## src/rtl/ttl_decoder_seq_if.sv

```systemverilog
`default_nettype none
// ============================================================================
//  Module      : ttl_decoder_seq_if
//  Description : Bundles the decode, latch and scan controls and the
//                registered decoder outputs of ttl_decoder_seq.
//                master : address/enable/scan source (CPU, video logic, bench)
//                slave  : the decoder itself
//  Signals     : Enable1_bar, Enable2_bar, Enable3 - 74138-style enables
//                LatchEn_bar  - 0 = address transparent, 1 = hold latch
//                A            - decode address (WIDTH_IN bits)
//                Mode         - 0 = decode, 1 = scan
//                Scan_start   - request one scan frame
//                Y            - active-low outputs (WIDTH_OUT bits)
//                Slot         - current scan slot index
//                Scan_busy    - frame in progress
//                Scan_done    - one-cycle end-of-frame pulse
//  Revision    : 1.0 - initial release
// ============================================================================
interface ttl_decoder_seq_if #(
  parameter int WIDTH_OUT = 8,
  parameter int WIDTH_IN  = $clog2(WIDTH_OUT)
);
  logic                 Enable1_bar;
  logic                 Enable2_bar;
  logic                 Enable3;
  logic                 LatchEn_bar;
  logic [WIDTH_IN-1:0]  A;
  logic                 Mode;
  logic                 Scan_start;
  logic [WIDTH_OUT-1:0] Y;
  logic [WIDTH_IN-1:0]  Slot;
  logic                 Scan_busy;
  logic                 Scan_done;

  modport master (
    output Enable1_bar, Enable2_bar, Enable3, LatchEn_bar, A, Mode, Scan_start,
    input  Y, Slot, Scan_busy, Scan_done
  );

  modport slave (
    input  Enable1_bar, Enable2_bar, Enable3, LatchEn_bar, A, Mode, Scan_start,
    output Y, Slot, Scan_busy, Scan_done
  );
endinterface
`default_nettype wire

```

## src/rtl/ttl_decoder_seq.sv

```systemverilog
`default_nettype none
// ============================================================================
//  Module      : ttl_decoder_seq
//  Description : Clocked 74138/74137-style active-low line decoder with an
//                address latch, registered (glitch-free) outputs and a scan
//                sequencer that walks the active-low select across every
//                output with a DWELL-cycle low time and a one-cycle
//                break-before-make gap between slots.
//  Ports       : clk    - system clock, rising edge
//                rst_n  - asynchronous active-low reset
//                bus    - ttl_decoder_seq_if.slave (enables, latch control,
//                         address, mode, scan start, Y, Slot, Scan_busy,
//                         Scan_done)
//  Parameters  : WIDTH_OUT - number of outputs (any value >= 2)
//                WIDTH_IN  - address width
//                DWELL     - low cycles per slot in scan mode (1..255)
//  Options     : TTL_DECODER_SEQ_CONTINUOUS_EN - when defined the scanner
//                wraps from the last slot back to slot 0 instead of
//                returning to IDLE; Scan_done still pulses once per frame.
//  Revision    : 1.0 - initial release
// ============================================================================
module ttl_decoder_seq #(
  parameter int WIDTH_OUT = 8,
  parameter int WIDTH_IN  = $clog2(WIDTH_OUT),
  parameter int DWELL     = 4
) (
  input wire clk,
  input wire rst_n,
  ttl_decoder_seq_if.slave bus
);

  localparam logic [7:0]          c_DWELL     = 8'(DWELL);
  localparam logic [WIDTH_IN-1:0] c_LAST_SLOT = WIDTH_IN'(WIDTH_OUT - 1);

  typedef enum logic [1:0] {
    S_IDLE  = 2'd0,
    S_DRIVE = 2'd1,
    S_GAP   = 2'd2
  } state_t;

  // --------------------------------------------------------------------------
  // Registers and next-state wires
  // --------------------------------------------------------------------------
  state_t               r_state;
  state_t               w_state_nxt;
  logic [WIDTH_IN-1:0]  r_aq;
  logic [WIDTH_IN-1:0]  r_slot;
  logic [WIDTH_IN-1:0]  w_slot_nxt;
  logic [7:0]           r_cnt;
  logic [7:0]           w_cnt_nxt;
  logic                 r_low;
  logic                 w_low_nxt;
  logic [WIDTH_OUT-1:0] r_y;
  logic [WIDTH_OUT-1:0] w_y_nxt;
  logic                 r_busy;
  logic                 r_done;
  logic                 w_done_nxt;

  logic                 w_en;
  logic [WIDTH_IN-1:0]  w_addr;
  logic [WIDTH_IN-1:0]  w_slot_inc;
  logic [7:0]           w_cnt_inc;
  logic                 w_slot_last;

  // Active-low one-cold decode; indices past WIDTH_OUT-1 leave every bit high.
  function automatic logic [WIDTH_OUT-1:0] f_decode(
    input logic [WIDTH_IN-1:0] idx,
    input logic                en
  );
    logic [WIDTH_OUT-1:0] v;
    v = '1;
    for (int i = 0; i < WIDTH_OUT; i++) begin
      if (en && (idx == WIDTH_IN'(i))) begin
        v[i] = 1'b0;
      end
    end
    return v;
  endfunction

  assign w_en        = !bus.Enable1_bar && !bus.Enable2_bar && bus.Enable3;
  // 74137 behaviour: transparent while LatchEn_bar is low.
  assign w_addr      = bus.LatchEn_bar ? r_aq : bus.A;
  assign w_slot_inc  = r_slot + WIDTH_IN'(1);
  assign w_slot_last = (r_slot == c_LAST_SLOT);
  // r_low marks that the cycle now ending actually drove a line low, so only
  // enabled cycles count towards the dwell; disabled cycles freeze the count.
  assign w_cnt_inc   = r_cnt + {7'd0, r_low};

  // --------------------------------------------------------------------------
  // Address latch
  // --------------------------------------------------------------------------
  always_ff @(posedge clk or negedge rst_n) begin
    if (!rst_n) begin
      r_aq <= '0;
    end else if (!bus.LatchEn_bar) begin
      r_aq <= bus.A;
    end
  end

  // --------------------------------------------------------------------------
  // FSM state and registered outputs
  // --------------------------------------------------------------------------
  always_ff @(posedge clk or negedge rst_n) begin
    if (!rst_n) begin
      r_state <= S_IDLE;
      r_slot  <= '0;
      r_cnt   <= '0;
      r_low   <= 1'b0;
      r_y     <= '1;
      r_busy  <= 1'b0;
      r_done  <= 1'b0;
    end else begin
      r_state <= w_state_nxt;
      r_slot  <= w_slot_nxt;
      r_cnt   <= w_cnt_nxt;
      r_low   <= w_low_nxt;
      r_y     <= w_y_nxt;
      r_busy  <= (w_state_nxt != S_IDLE);
      r_done  <= w_done_nxt;
    end
  end

  // --------------------------------------------------------------------------
  // Next-state and next-output logic. Y is computed for the cycle that
  // follows the edge, which is what keeps the outputs registered and gives
  // Y[0] low in the very first cycle after the Scan_start edge.
  // --------------------------------------------------------------------------
  always_comb begin
    w_state_nxt = r_state;
    w_slot_nxt  = r_slot;
    w_cnt_nxt   = r_cnt;
    w_low_nxt   = 1'b0;
    w_y_nxt     = '1;
    w_done_nxt  = 1'b0;

    case (r_state)
      S_IDLE: begin
        if (!bus.Mode) begin
          w_y_nxt = f_decode(w_addr, w_en);
        end else if (bus.Scan_start) begin
          w_state_nxt = S_DRIVE;
          w_slot_nxt  = '0;
          w_cnt_nxt   = '0;
          w_y_nxt     = f_decode('0, w_en);
          w_low_nxt   = w_en;
        end
      end

      S_DRIVE: begin
        if (!bus.Mode) begin
          // Abort: outputs released, no end-of-frame pulse.
          w_state_nxt = S_IDLE;
          w_slot_nxt  = '0;
          w_cnt_nxt   = '0;
        end else if (w_cnt_inc == c_DWELL) begin
          w_state_nxt = S_GAP;
          w_cnt_nxt   = w_cnt_inc;
          // The pulse lands on the last slot's gap cycle.
          w_done_nxt  = w_slot_last;
        end else begin
          w_cnt_nxt   = w_cnt_inc;
          w_y_nxt     = f_decode(r_slot, w_en);
          w_low_nxt   = w_en;
        end
      end

      S_GAP: begin
        if (!bus.Mode) begin
          w_state_nxt = S_IDLE;
          w_slot_nxt  = '0;
          w_cnt_nxt   = '0;
        end else if (!w_slot_last) begin
          w_state_nxt = S_DRIVE;
          w_slot_nxt  = w_slot_inc;
          w_cnt_nxt   = '0;
          w_y_nxt     = f_decode(w_slot_inc, w_en);
          w_low_nxt   = w_en;
        end else begin
`ifdef TTL_DECODER_SEQ_CONTINUOUS_EN
          // Wrap to slot 0 without passing through IDLE so Scan_busy holds.
          w_state_nxt = S_DRIVE;
          w_slot_nxt  = '0;
          w_cnt_nxt   = '0;
          w_y_nxt     = f_decode('0, w_en);
          w_low_nxt   = w_en;
`else
          w_state_nxt = S_IDLE;
          w_slot_nxt  = '0;
          w_cnt_nxt   = '0;
`endif
        end
      end

      default: begin
        w_state_nxt = S_IDLE;
        w_slot_nxt  = '0;
        w_cnt_nxt   = '0;
      end
    endcase
  end

  // --------------------------------------------------------------------------
  // Output drive
  // --------------------------------------------------------------------------
  assign bus.Y         = r_y;
  assign bus.Slot      = r_slot;
  assign bus.Scan_busy = r_busy;
  assign bus.Scan_done = r_done;

endmodule
`default_nettype wire

```

## src/flat_wrapper.sv

```systemverilog
// flat-port wrapper written by rule: the top's interface ports become plain ports
module ttl_decoder_seq_flat 
#(
  parameter int WIDTH_OUT = 8,
  parameter int WIDTH_IN  = $clog2(WIDTH_OUT),
  parameter int DWELL     = 4
)
  (clk, rst_n, bus_Enable1_bar, bus_Enable2_bar, bus_Enable3, bus_LatchEn_bar, bus_A, bus_Mode, bus_Scan_start, bus_Y, bus_Slot, bus_Scan_busy, bus_Scan_done);
  ttl_decoder_seq_if #(.WIDTH_OUT(WIDTH_OUT), .WIDTH_IN(WIDTH_IN)) bus_i ();
  input wire clk;
  input wire rst_n;
  input wire logic [$bits(bus_i.Enable1_bar)-1:0] bus_Enable1_bar;
  input wire logic [$bits(bus_i.Enable2_bar)-1:0] bus_Enable2_bar;
  input wire logic [$bits(bus_i.Enable3)-1:0] bus_Enable3;
  input wire logic [$bits(bus_i.LatchEn_bar)-1:0] bus_LatchEn_bar;
  input wire logic [$bits(bus_i.A)-1:0] bus_A;
  input wire logic [$bits(bus_i.Mode)-1:0] bus_Mode;
  input wire logic [$bits(bus_i.Scan_start)-1:0] bus_Scan_start;
  output wire logic [$bits(bus_i.Y)-1:0] bus_Y;
  output wire logic [$bits(bus_i.Slot)-1:0] bus_Slot;
  output wire logic [$bits(bus_i.Scan_busy)-1:0] bus_Scan_busy;
  output wire logic [$bits(bus_i.Scan_done)-1:0] bus_Scan_done;
  assign bus_i.Enable1_bar = bus_Enable1_bar;
  assign bus_i.Enable2_bar = bus_Enable2_bar;
  assign bus_i.Enable3 = bus_Enable3;
  assign bus_i.LatchEn_bar = bus_LatchEn_bar;
  assign bus_i.A = bus_A;
  assign bus_i.Mode = bus_Mode;
  assign bus_i.Scan_start = bus_Scan_start;
  assign bus_Y = bus_i.Y;
  assign bus_Slot = bus_i.Slot;
  assign bus_Scan_busy = bus_i.Scan_busy;
  assign bus_Scan_done = bus_i.Scan_done;
  ttl_decoder_seq #(.WIDTH_OUT(WIDTH_OUT), .WIDTH_IN(WIDTH_IN), .DWELL(DWELL)) u_core (.clk(clk), .rst_n(rst_n), .bus(bus_i));
endmodule
```

## config.mk

```make
export PLATFORM = sky130hd
export DESIGN_NAME = ttl_decoder_seq_flat
export DESIGN_NICKNAME = d
export VERILOG_FILES = /design/src/rtl/ttl_decoder_seq_if.sv /design/src/rtl/ttl_decoder_seq.sv /design/src/flat_wrapper.sv
export SDC_FILE = /design/constraint.sdc
export NUM_CORES = 1
export LEC_CHECK = 0
export ABC_AREA = 1
export BUFFER_PORTS_ARGS = -buffer_cell sky130_fd_sc_hd__buf_4
export CORE_AREA = 2 2 76 71
export DETAILED_ROUTE_END_ITERATION = 16
export DIE_AREA = 0 0 78 73
export PLACE_DENSITY = 0.53
export SYNTH_ARGS = -nofsm -noshare
export SYNTH_HDL_FRONTEND = slang
export SYNTH_SLANG_ARGS = --single-unit
```

## constraint.sdc

```tcl
create_clock -name clk -period 1.7 [get_ports clk]
set_input_delay 0.255 -clock clk [delete_from_list [all_inputs] [get_ports clk]]
set_output_delay 0.255 -clock clk [all_outputs]
set_load 0.02 [all_outputs]
```

==> summary.txt, run 1 <==
Cells and area
  – Nets@finish: 298
  – Area Growth Syn to Fin: 26.0%
  – Fillcell total: 539
  – Final core occ: 44.7%
  – Layout cells sized above 1: 27.2%
  – Ant diodes: 0

Worst setup path
  – Kind of end point of the critical path: register
  – CP Class: register to register
  – CP Launch Type: register
  – Worst-path cell chain: ha_4, ha_4, inv_2, nand2_2, nor2_4, nand2_2, nor2_4, nand3_4, nand2_2, nand2_2, nand2_2, nand2_1
  – Slowest cell on the critical path: dfrtp_1
  – Critical path required time: 1.88 ns
  – Slowest stage delay, CP: 0.43 ns
  – Top cell by count, worst path: nand2_2
  – CP Buf/Inv Count: 1
  – WP data arrival: 1.87 ns
  – Crit Path Max Fanout: 5
  – Top Family by Delay on Critical Path: simple AND/OR/NAND/NOR gates
  – FF-to-FF setup slack: 0.007 ns

Die
  – Die area: 0.00569 mm2
  – Placeable Area: 0.00500 mm2
  – I/O Pins: 24
  – Initial Utilization: 35.5%
  – Chip Height: 73 um
  – Die width: 78 um
  – FP Rows: 25

Synth
  – Post-synthesis sequential area ratio: 38.6%
  – EDFF count, synth: 0
  – Synth Net Count: 261
  – Yosys warning count: 0
  – Main synth FF type: dfrtp_1
  – Post-Syn Area: 0.00177 mm2
  – Yosys reg bits: 27
  – Mapped Avg Cell Area: 7.52 um2
  – Unique masters post-synth: 27
  – Ys async rst share: 100%
  – Cells after synthesis: 236

Detailed routing
  – Wire per inst: 12.6 um
  – Post-route DRC violation count: 0
  – Total number of vias: 1646
  – Final WL: 4.26 mm
  – ANT nets after route: 0
  – Vias/cell: 4.86
  – 1st-pass router iterations: 4
  – Initial drt markers: 86

Clocking
  – Clock slew at reported path FFs: 0.10 ns
  – Root buffer selected by CTS: clkbuf_8
  – CTS tree: done
  – Clk Latency, worst-skew pair: 0.28 ns
  – CTS max path bufs: 2
  – H-Tree Depth: 1
  – Num CTS Buffers: 3
  – CTS Sinks: 27

Timing
  – Final cycle utilization of the critical path: 99.6%
  – Max transition margin: 76.6%
  – Max Slew Vio Count: 0
  – Post-route setup TNS: 0 ns
  – Setup Viol. Count Final: 0
  – Fmax: 591 MHz
  – Post-layout min period: 1.69 ns
  – Slew @ Worst Pin: 0.351 ns
  – Clock skew: 0.00570 ns
  – Final Hold Viols: 0
  – RSZ-0062 raised after global routing: true

Global routing
  – Initial antenna violation count: 0
  – Total Routing Usage GR: 15.7%
  – Wire length of the first global-routing pass: 7.00 mm
  – Vias in the first global route: 1491
  – Largest net degree at the start of global routing: 28
  – Total global routing overflow: 0

Placement
  – Dpl hpwl: 3.17 mm
  – GP Congestion: 0.864
  – PortBufs: 23

Flow run
  – Max_cap viols: 0

Hold path
  – Hold WC Path Type: input pin to register

Outcome
  – Status: completed

Pwr
  – Leakage: 0.00107 uW
  – Worst-case vdd ir drop: 0.706 mV
  – PwrDens: 977 mW/mm2
  – Overall power: 2190 uW
[cell families after synthesis]
| kind of cell | after synthesis | share of synthesized area [%] |
|---|---|---|
| AOI/OAI and AO/OA | 33 | 10.5 |
| DFF | 27 | 38.6 |
| and+or+nand+nor | 120 | 31.2 |
| xor gates and xnor gates | 1 | 0.494 |
| buffers and inverters | 41 | 9.24 |
| adders and majority gates | 14 | 9.87 |
[cell type report]
class	count	area, um2	area share (%)
Multi-Input combinational cell	169	1020	45.5
Timing Repair Buffer	35	265	11.9
Sequential cell	27	686	30.7
Clock buffer	4	45.0	2.01
Tap cell	67	83.8	3.75
Inverter	37	139	6.21
[worst reg2reg max path, cell delays in order, from the launching register on]
cell and delay, ns:
dfrtp_1 0.43, ha_4 0.18, ha_4 0.21, inv_2 0.05, nand2_2 0.05, nor2_4 0.10, nand2_2 0.06, nor2_4 0.14
nand3_4 0.13, nand2_2 0.09, nand2_2 0.05, nand2_2 0.06, nand2_1 0.05
[through the flow]
step,cells,hold WS (ns),worst slack [ns],instance area (um2)
6_report,339,0.243,0.00721,2240
3_5_place_dp,332,0.197,-0.0979,2080
5_1_grt,339,0.251,-0.115,2240
3_3_place_gp,332,0.195,-0.0666,2080
2_1_floorplan,236,-0.0406,0.0274,1770
4_1_cts,338,0.248,-0.0214,2170
[where the power goes]
| part | internal [uW] | switching [uW] | leakage [uW] | total, uW |
|---|---|---|---|---|
| registers | 832 | 54.1 | 0.000340 | 886 |
| clock network | 168 | 206 | 0.0000228 | 374 |
| logic | 349 | 576 | 0.000711 | 925 |
| total | 1350 | 837 | 0.00107 | 2190 |
[cell usage in the layout, fill, tap and decap left out, drive strengths merged]
cell type / netlist / final
buf: 3 / 34
inv: 34 / 34
clkbuf: 0 / 4
dlygate4sd3: 0 / 1
o21bai: 1 / 1
o22ai: 3 / 3
a31oi: 9 / 9
a21oi: 9 / 9
nor2: 25 / 25
nand2: 60 / 60
xor2: 1 / 1
ha: 14 / 14
o21ai: 11 / 11
nand3b: 1 / 1
clkinv: 3 / 3
nand3: 21 / 22
nor3: 11 / 11
dfrtp: 19 / 19
dfstp: 8 / 8
nand4: 2 / 2
[worst paths after layout]
path | from | end | depth (start not counted)
setup / recovery | u_core.r_cnt[0] | u_core.bus.Scan_busy | 12
hold / removal | bus_A[2] | u_core.r_aq[2] | 3
setup reg to reg | u_core.r_cnt[0] | u_core.bus.Scan_busy | 12
hold reg to reg | u_core.r_aq[2] | u_core.r_aq[2] | 2
max in group asynchronous | rst_n | u_core.bus.Y[7] | 2
min in group asynchronous | rst_n | u_core.bus.Slot[2] | 2
[metal layers]
| layer | GRT usage [%] | part of all wire, % | vias up |
|---|---|---|---|
| li1 | - | - | 839 |
| met1 | 22.2 | 47 | 754 |
| met2 | 25.2 | 46 | 49 |
| met3 | 2.97 | 5.3 | 4 |
| met4 | 3.51 | 1.1 | 0 |
| met5 | 0 | 0 | - |
[flip-flops by register name (all words and copies together), names as in the netlist]
signal	count
u_core.r_state	2
u_core.bus.Y	8
u_core.r_cnt	8
u_core.bus.Scan_done	1
u_core.r_low	1
u_core.r_aq	3
u_core.bus.Scan_busy	1
u_core.bus.Slot	3
[cells in the mapped netlist, types with 5 or more instances]
library cell  count  area, um2
nand2_1          55        206
inv_1            32        120
nor2_1           21       78.8
dfrtp_1          19        475
nand3_1          19       95.1
ha_1             14        175
nor3_1           10       50.1
o21ai_0          10       50.1
a21oi_1           9       45.0
a31oi_1           9       56.3
dfstp_2           8        210
nand2_2           5       31.3
[repair_timing]
item / 4_1_cts / 5_1_grt
hold buffers: 1 / 0
buffers inserted: 0 / 1
endpoints found under the hold margin: 19 / 0
pin swaps: 10 / 8
resized for setup: 7 / 11
setup endpoints to repair: 13 / 15
cloned: 1 / 0
(Power assumes the default switching activity.)
==> inputs of run 2 (changes only) <==
PLACE_DENSITY = not set   (was 0.53)
==> summary.txt, run 2 (synthesized netlist as in run 1, its figures left out) <==
Die
  – FP Rows: 25
  – Initial Utilization: 35.5%
  – Placeable Area: 0.00500 mm2
  – Chip Height: 73 um
  – Die area: 0.00569 mm2
  – I/O Pins: 24
  – Die width: 78 um

Worst setup path
  – Slowest cell on the critical path: dfrtp_1
  – Reg2reg end: u_core.bus.Scan_busy
  – WP data arrival: 1.90 ns
  – Crit Path Max Fanout: 5
  – FF-to-FF setup slack: -0.02 ns
  – Worst-path cell chain: ha_4, buf_4, nand3_4, nor2_1, nand2_1, nand2_1, nor2_4, nand3_4, nand2_2, nand2_2, nand2_2, nand2_1
  – CP Buf/Inv Count: 1
  – Kind of end point of the critical path: register
  – Top Family by Delay on Critical Path: simple AND/OR/NAND/NOR gates
  – Slowest stage delay, CP: 0.42 ns
  – Critical path required time: 1.88 ns
  – Worst setup startpoint: u_core.r_cnt[0]
  – Critical Path Sink: u_core.bus.Scan_busy
  – WP depth: 12
  – CP Launch Type: register
  – Worst R2R Start: u_core.r_cnt[0]
  – R2r worst-path depth: 12
  – CP Class: register to register

Clocking
  – CTS tree: done
  – CTS max path bufs: 2
  – Num CTS Buffers: 3
  – CTS Sinks: 27
  – H-Tree Depth: 1
  – Root buffer selected by CTS: clkbuf_8
  – Clock slew at reported path FFs: 0.09 ns
  – Clk Latency, worst-skew pair: 0.28 ns

Outcome
  – Status: finished with violations
  – Failing checks: negative setup slack

Global routing
  – Wire length of the first global-routing pass: 7.01 mm
  – Initial antenna violation count: 0
  – Total global routing overflow: 0
  – Total Routing Usage GR: 15.6%
  – Largest net degree at the start of global routing: 28
  – Vias in the first global route: 1567

Placement
  – Dpl hpwl: 3.03 mm
  – GP Congestion: 0.900
  – PortBufs: 23

Timing
  – Fin worst setup slack: -0.0201 ns
  – Slew @ Worst Pin: 0.422 ns
  – Max Slew Vio Count: 0
  – RSZ-0062 raised after global routing: true
  – Final Hold Viols: 0
  – Hold slack final: 0.255 ns
  – Max transition margin: 71.6%
  – Final cycle utilization of the critical path: 101%
  – Setup Viol. Count Final: 2
  – Post-route setup TNS: -0.0229 ns
  – Post-layout min period: 1.72 ns
  – Clock skew: 0.00350 ns
  – Fmax: 581 MHz

Hold path
  – Hold WC Path Type: input pin to register

Detailed routing
  – Initial drt markers: 109
  – ANT nets after route: 0
  – Total number of vias: 1632
  – Post-route DRC violation count: 0
  – 1st-pass router iterations: 4
  – Final WL: 4.04 mm
  – Wire per inst: 12.0 um
  – Vias/cell: 4.86

Cells and area
  – Area Growth Syn to Fin: 24.3%
  – Commonest non-fill, non-tap cell in the layout: nand2_1
  – Fillcell total: 524
  – Layout cells sized above 1: 26.8%
  – Commonest cells after routing, fill and taps aside: 51 x nand2_1, 31 x buf_4, 30 x inv_1, 20 x nor2_1, 19 x dfrtp_1
  – Nets@finish: 295
  – Ant diodes: 0

Pwr
  – Leakage: 0.00105 uW
  – Worst-case vdd ir drop: 0.451 mV
  – PwrDens: 977 mW/mm2

Flow run
  – Max_cap viols: 0
==> run 2: changes by cell type in the layout (fill, tap and decap cells not counted), sizes merged <==
cell,before,now
clkinv,3,4
buf,34,31
clkbuf,4,3
==> run 2: how the worst min path moves through the flow <==
| stage | start | cells after the start | to | slack [ns] |
|---|---|---|---|---|
| finish | bus_A[2] | 3 | u_core.r_aq[2] | 0.26 |
| global route | bus_A[2] | 3 | u_core.r_aq[2] | 0.27 |
| CTS | bus_A[2] | 3 | u_core.r_aq[2] | 0.24 |
| detailed placement | rst_n | 1 | u_core.bus.Scan_done | 0.19 |
| global placement | rst_n | 1 | u_core.bus.Scan_done | 0.19 |
| floorplan | rst_n | 0 | u_core.bus.Scan_busy | -0.04 |
==> run 2: repair_timing <==
item                                   4_1_cts  5_1_grt
setup endpoints to repair                   12       13
cloned                                       1        0
gates resized for setup                      7       10
endpoints found under the hold margin       19        0
pin swaps                                    9       11
hold buffers                                 1        0
setup buffers                                1        0
==> run 2: final cells by class <==
cell class / count / area, um2 / area share (%)
Timing Repair Buffer: 32 / 243 / 11.0
Inverter: 37 / 139 / 6.30
Multi-Input combinational cell: 169 / 1010 / 45.7
Clock buffer: 3 / 41.3 / 1.87
Sequential cell: 27 / 686 / 31.1
Tap cell: 67 / 83.8 / 3.80
Clock inverter: 1 / 5.00 / 0.227
==> run 2: per-layer routing <==
metal  wire, um  up-vias  share of wire (%)  track usage [%]
met2       1860       45                 46             25.7
met4         47        0                1.2             5.46
met3        225        7                5.6             2.97
met5          0        -                  0                0
met1       1910      751                 47             20.6
li1           -      829                  -                -
==> run 2: worst reg2reg max path, cell delays in order (launching register included) <==
cell and delay (ns):
dfrtp_1 0.42, ha_4 0.18, buf_4 0.13, nand3_4 0.11
nor2_1 0.05, nand2_1 0.05, nand2_1 0.10, nor2_4 0.19
nand3_4 0.14, nand2_2 0.10, nand2_2 0.05, nand2_2 0.05
nand2_1 0.05
==> run 2: report_power, final <==
group	total, uW	leakage (uW)	switching, uW	internal (uW)
combinational	902	0.000686	557	345
sequential	883	0.000340	51.4	831
clock	369	0.0000255	204	165
total	2150	0.00105	813	1340
==> run 2: metrics by stage <==
stage	power [uW]	cells	instance area, um2	util (%)	worst slack, ns
6_report	2150	336	2200	44.1	-0.0201
2_1_floorplan	1460	236	1770	-	0.0274
3_5_place_dp	1770	329	2060	41.1	-0.0890
3_3_place_gp	1770	329	2060	41.1	-0.0563
4_1_cts	2160	336	2160	43.1	-0.0230
5_1_grt	2340	336	2200	44.1	-0.114
==> inputs of run 3 (changes only) <==
clock period = 1.5 ns   (was 1.7 ns; I/O delays follow)
==> summary.txt, run 3 (synthesized netlist as in run 1, its figures left out) <==
Worst setup path
  – CP Class: register to register
  – Kind of end point of the critical path: register
  – Critical path required time: 1.67 ns
  – WP data arrival: 1.87 ns
  – Slowest cell on the critical path: dfrtp_1
  – Slowest stage delay, CP: 0.42 ns
  – Worst-path cell chain: ha_4, ha_4, nand2_4, nand2_2, nor2_2, nand2_2, nor2_4, nand3_4, nand2_2, nand2_2, nand2_2, nand2_1
  – Crit Path Max Fanout: 5
  – CP Launch Type: register
  – Top cell by count, worst path: nand2_2

Detailed routing
  – Post-route DRC violation count: 0
  – Final WL: 4.19 mm
  – Wire per inst: 12.1 um
  – 1st-pass router iterations: 4
  – Initial drt markers: 76
  – Vias/cell: 4.74
  – Total number of vias: 1640
  – ANT nets after route: 0

Global routing
  – Initial antenna violation count: 0
  – Largest net degree at the start of global routing: 28
  – Wire length of the first global-routing pass: 7.21 mm
  – Vias in the first global route: 1564
  – Total global routing overflow: 0
  – Total Routing Usage GR: 16.0%

Outcome
  – Status: finished with violations
  – Failing checks: negative setup slack

Clocking
  – CTS Sinks: 27
  – CTS tree: done
  – Clock slew at reported path FFs: 0.09 ns
  – CTS max path bufs: 2
  – Clk Latency, worst-skew pair: 0.27 ns
  – Root buffer selected by CTS: clkbuf_8
  – Post-CTS Setup Bufs: 0
  – H-Tree Depth: 1
  – Num CTS Buffers: 3

Timing
  – Max Slew Vio Count: 0
  – Max transition margin: 76.2%
  – Fin worst setup slack: -0.195 ns
  – RSZ-0062 raised after global routing: true
  – Hold slack final: 0.219 ns
  – Setup Viol. Count Final: 13
  – Final cycle utilization of the critical path: 113%
  – Post-layout min period: 1.70 ns
  – Post-route setup TNS: -1.88 ns
  – Clock skew: 0.00584 ns
  – Slew @ Worst Pin: 0.355 ns
  – Final Hold Viols: 0
  – Fmax: 590 MHz

Cells and area
  – Final instance area: 0.00231 mm2
  – Area Growth Syn to Fin: 30.2%
  – Fillcell total: 516
  – Layout cells sized above 1: 33.0%
  – Final non-filler cell total: 346
  – Nets@finish: 305
  – Commonest non-fill, non-tap cell in the layout: nand2_1
  – FF/Latch Area: 689 um2
  – Commonest cells after routing, fill and taps aside: 47 x nand2_1, 39 x buf_4, 29 x inv_1, 20 x nor2_1
  – Multi-input combinational cell area: 0.00104 mm2
  – Ant diodes: 0

Die
  – Chip Height: 73 um
  – Die area: 0.00569 mm2
  – Placeable Area: 0.00500 mm2
  – Die width: 78 um
  – I/O Pins: 24
  – FP Rows: 25
  – Initial Utilization: 35.5%

Pwr
  – PwrDens: 1100 mW/mm2
  – Worst-case vdd ir drop: 0.693 mV
  – Leakage: 0.00111 uW

Placement
  – GP Congestion: 0.835
  – Dpl hpwl: 3.13 mm
  – Placed Area: 0.00217 mm2
  – PortBufs: 23
  – DP Cell Count: 339

Flow run
  – Max_cap viols: 0

Hold path
  – Hold WC Path Type: input pin to register
-- run 3: cell types whose count changed in the layout (fill, tap and decap cells not counted), moves of 2 or more --
cell     before  now
buf_4        31   39
ha_2          0    2
nand2_2       9   12
dfrtp_1      19   16
nand2_1      51   47
ha_1         12   10
dfrtp_2       0    3
-- run 3: worst max-delay path: cells and delay by family, from the launching register on --
kind	cells	cell delay [ns]
simple gates	10	0.83
fa+ha+maj	2	0.36
flops	1	0.42
-- run 3: through the flow --
stage                     worst slack, ns  utilization (%)  total power [uW]
after floorplan                   -0.0928                -              1660
after global placement             -0.164             43.3              2070
after detailed placement           -0.212             43.3              2080
after CTS                          -0.175             45.6              2530
after global routing               -0.300             46.2              2710
final                              -0.195             46.2              2530
-- run 3: final timing paths --
kind | start | slack [ns] | to | depth (start not counted)
hold reg to reg | u_core.r_aq[0] | 0.54 | u_core.r_aq[0] | 2
max in group asynchronous | rst_n | 0.80 | u_core.bus.Y[4] | 2
min in group asynchronous | rst_n | 0.39 | u_core.r_state[1] | 2
hold / removal | bus_A[1] | 0.22 | u_core.r_aq[1] | 3
setup reg to reg | u_core.r_cnt[0] | -0.20 | u_core.bus.Scan_busy | 12
setup / recovery | u_core.r_cnt[0] | -0.20 | u_core.bus.Scan_busy | 12
-- run 3: layout make-up --
| cell class | count | area share (%) |
|---|---|---|
| clock buffers | 4 | 1.95 |
| inverters | 37 | 6.01 |
| multi-input cells | 170 | 45.0 |
| flip-flops and latches | 27 | 29.8 |
| well taps | 67 | 3.63 |
| repair buffers | 41 | 13.6 |
-- run 3: where the power goes --
part | switching (uW) | total [uW] | internal (uW)
Clock | 226 | 417 | 190
Sequential | 60.0 | 1000 | 943
Combinational | 679 | 1110 | 435
Total | 965 | 2530 | 1570
-- run 3: routing by layer --
layer  vias up  wire length, um  global-route usage, %
met1       749             2070                   22.4
met5         -                0                      0
li1        847                -                      -
met3         4              159                   1.73
met4         0               38                   4.48
met2        40             1920                   26.4
-- run 3: repair_timing --
item | CTS | global route
setup endpoints to repair | 13 | 22
gates resized for setup | 8 | 12
endpoints found under the hold margin | 19 | 0
cloned | 2 | 0
hold buffers | 1 | 0
pin swaps | 11 | 4
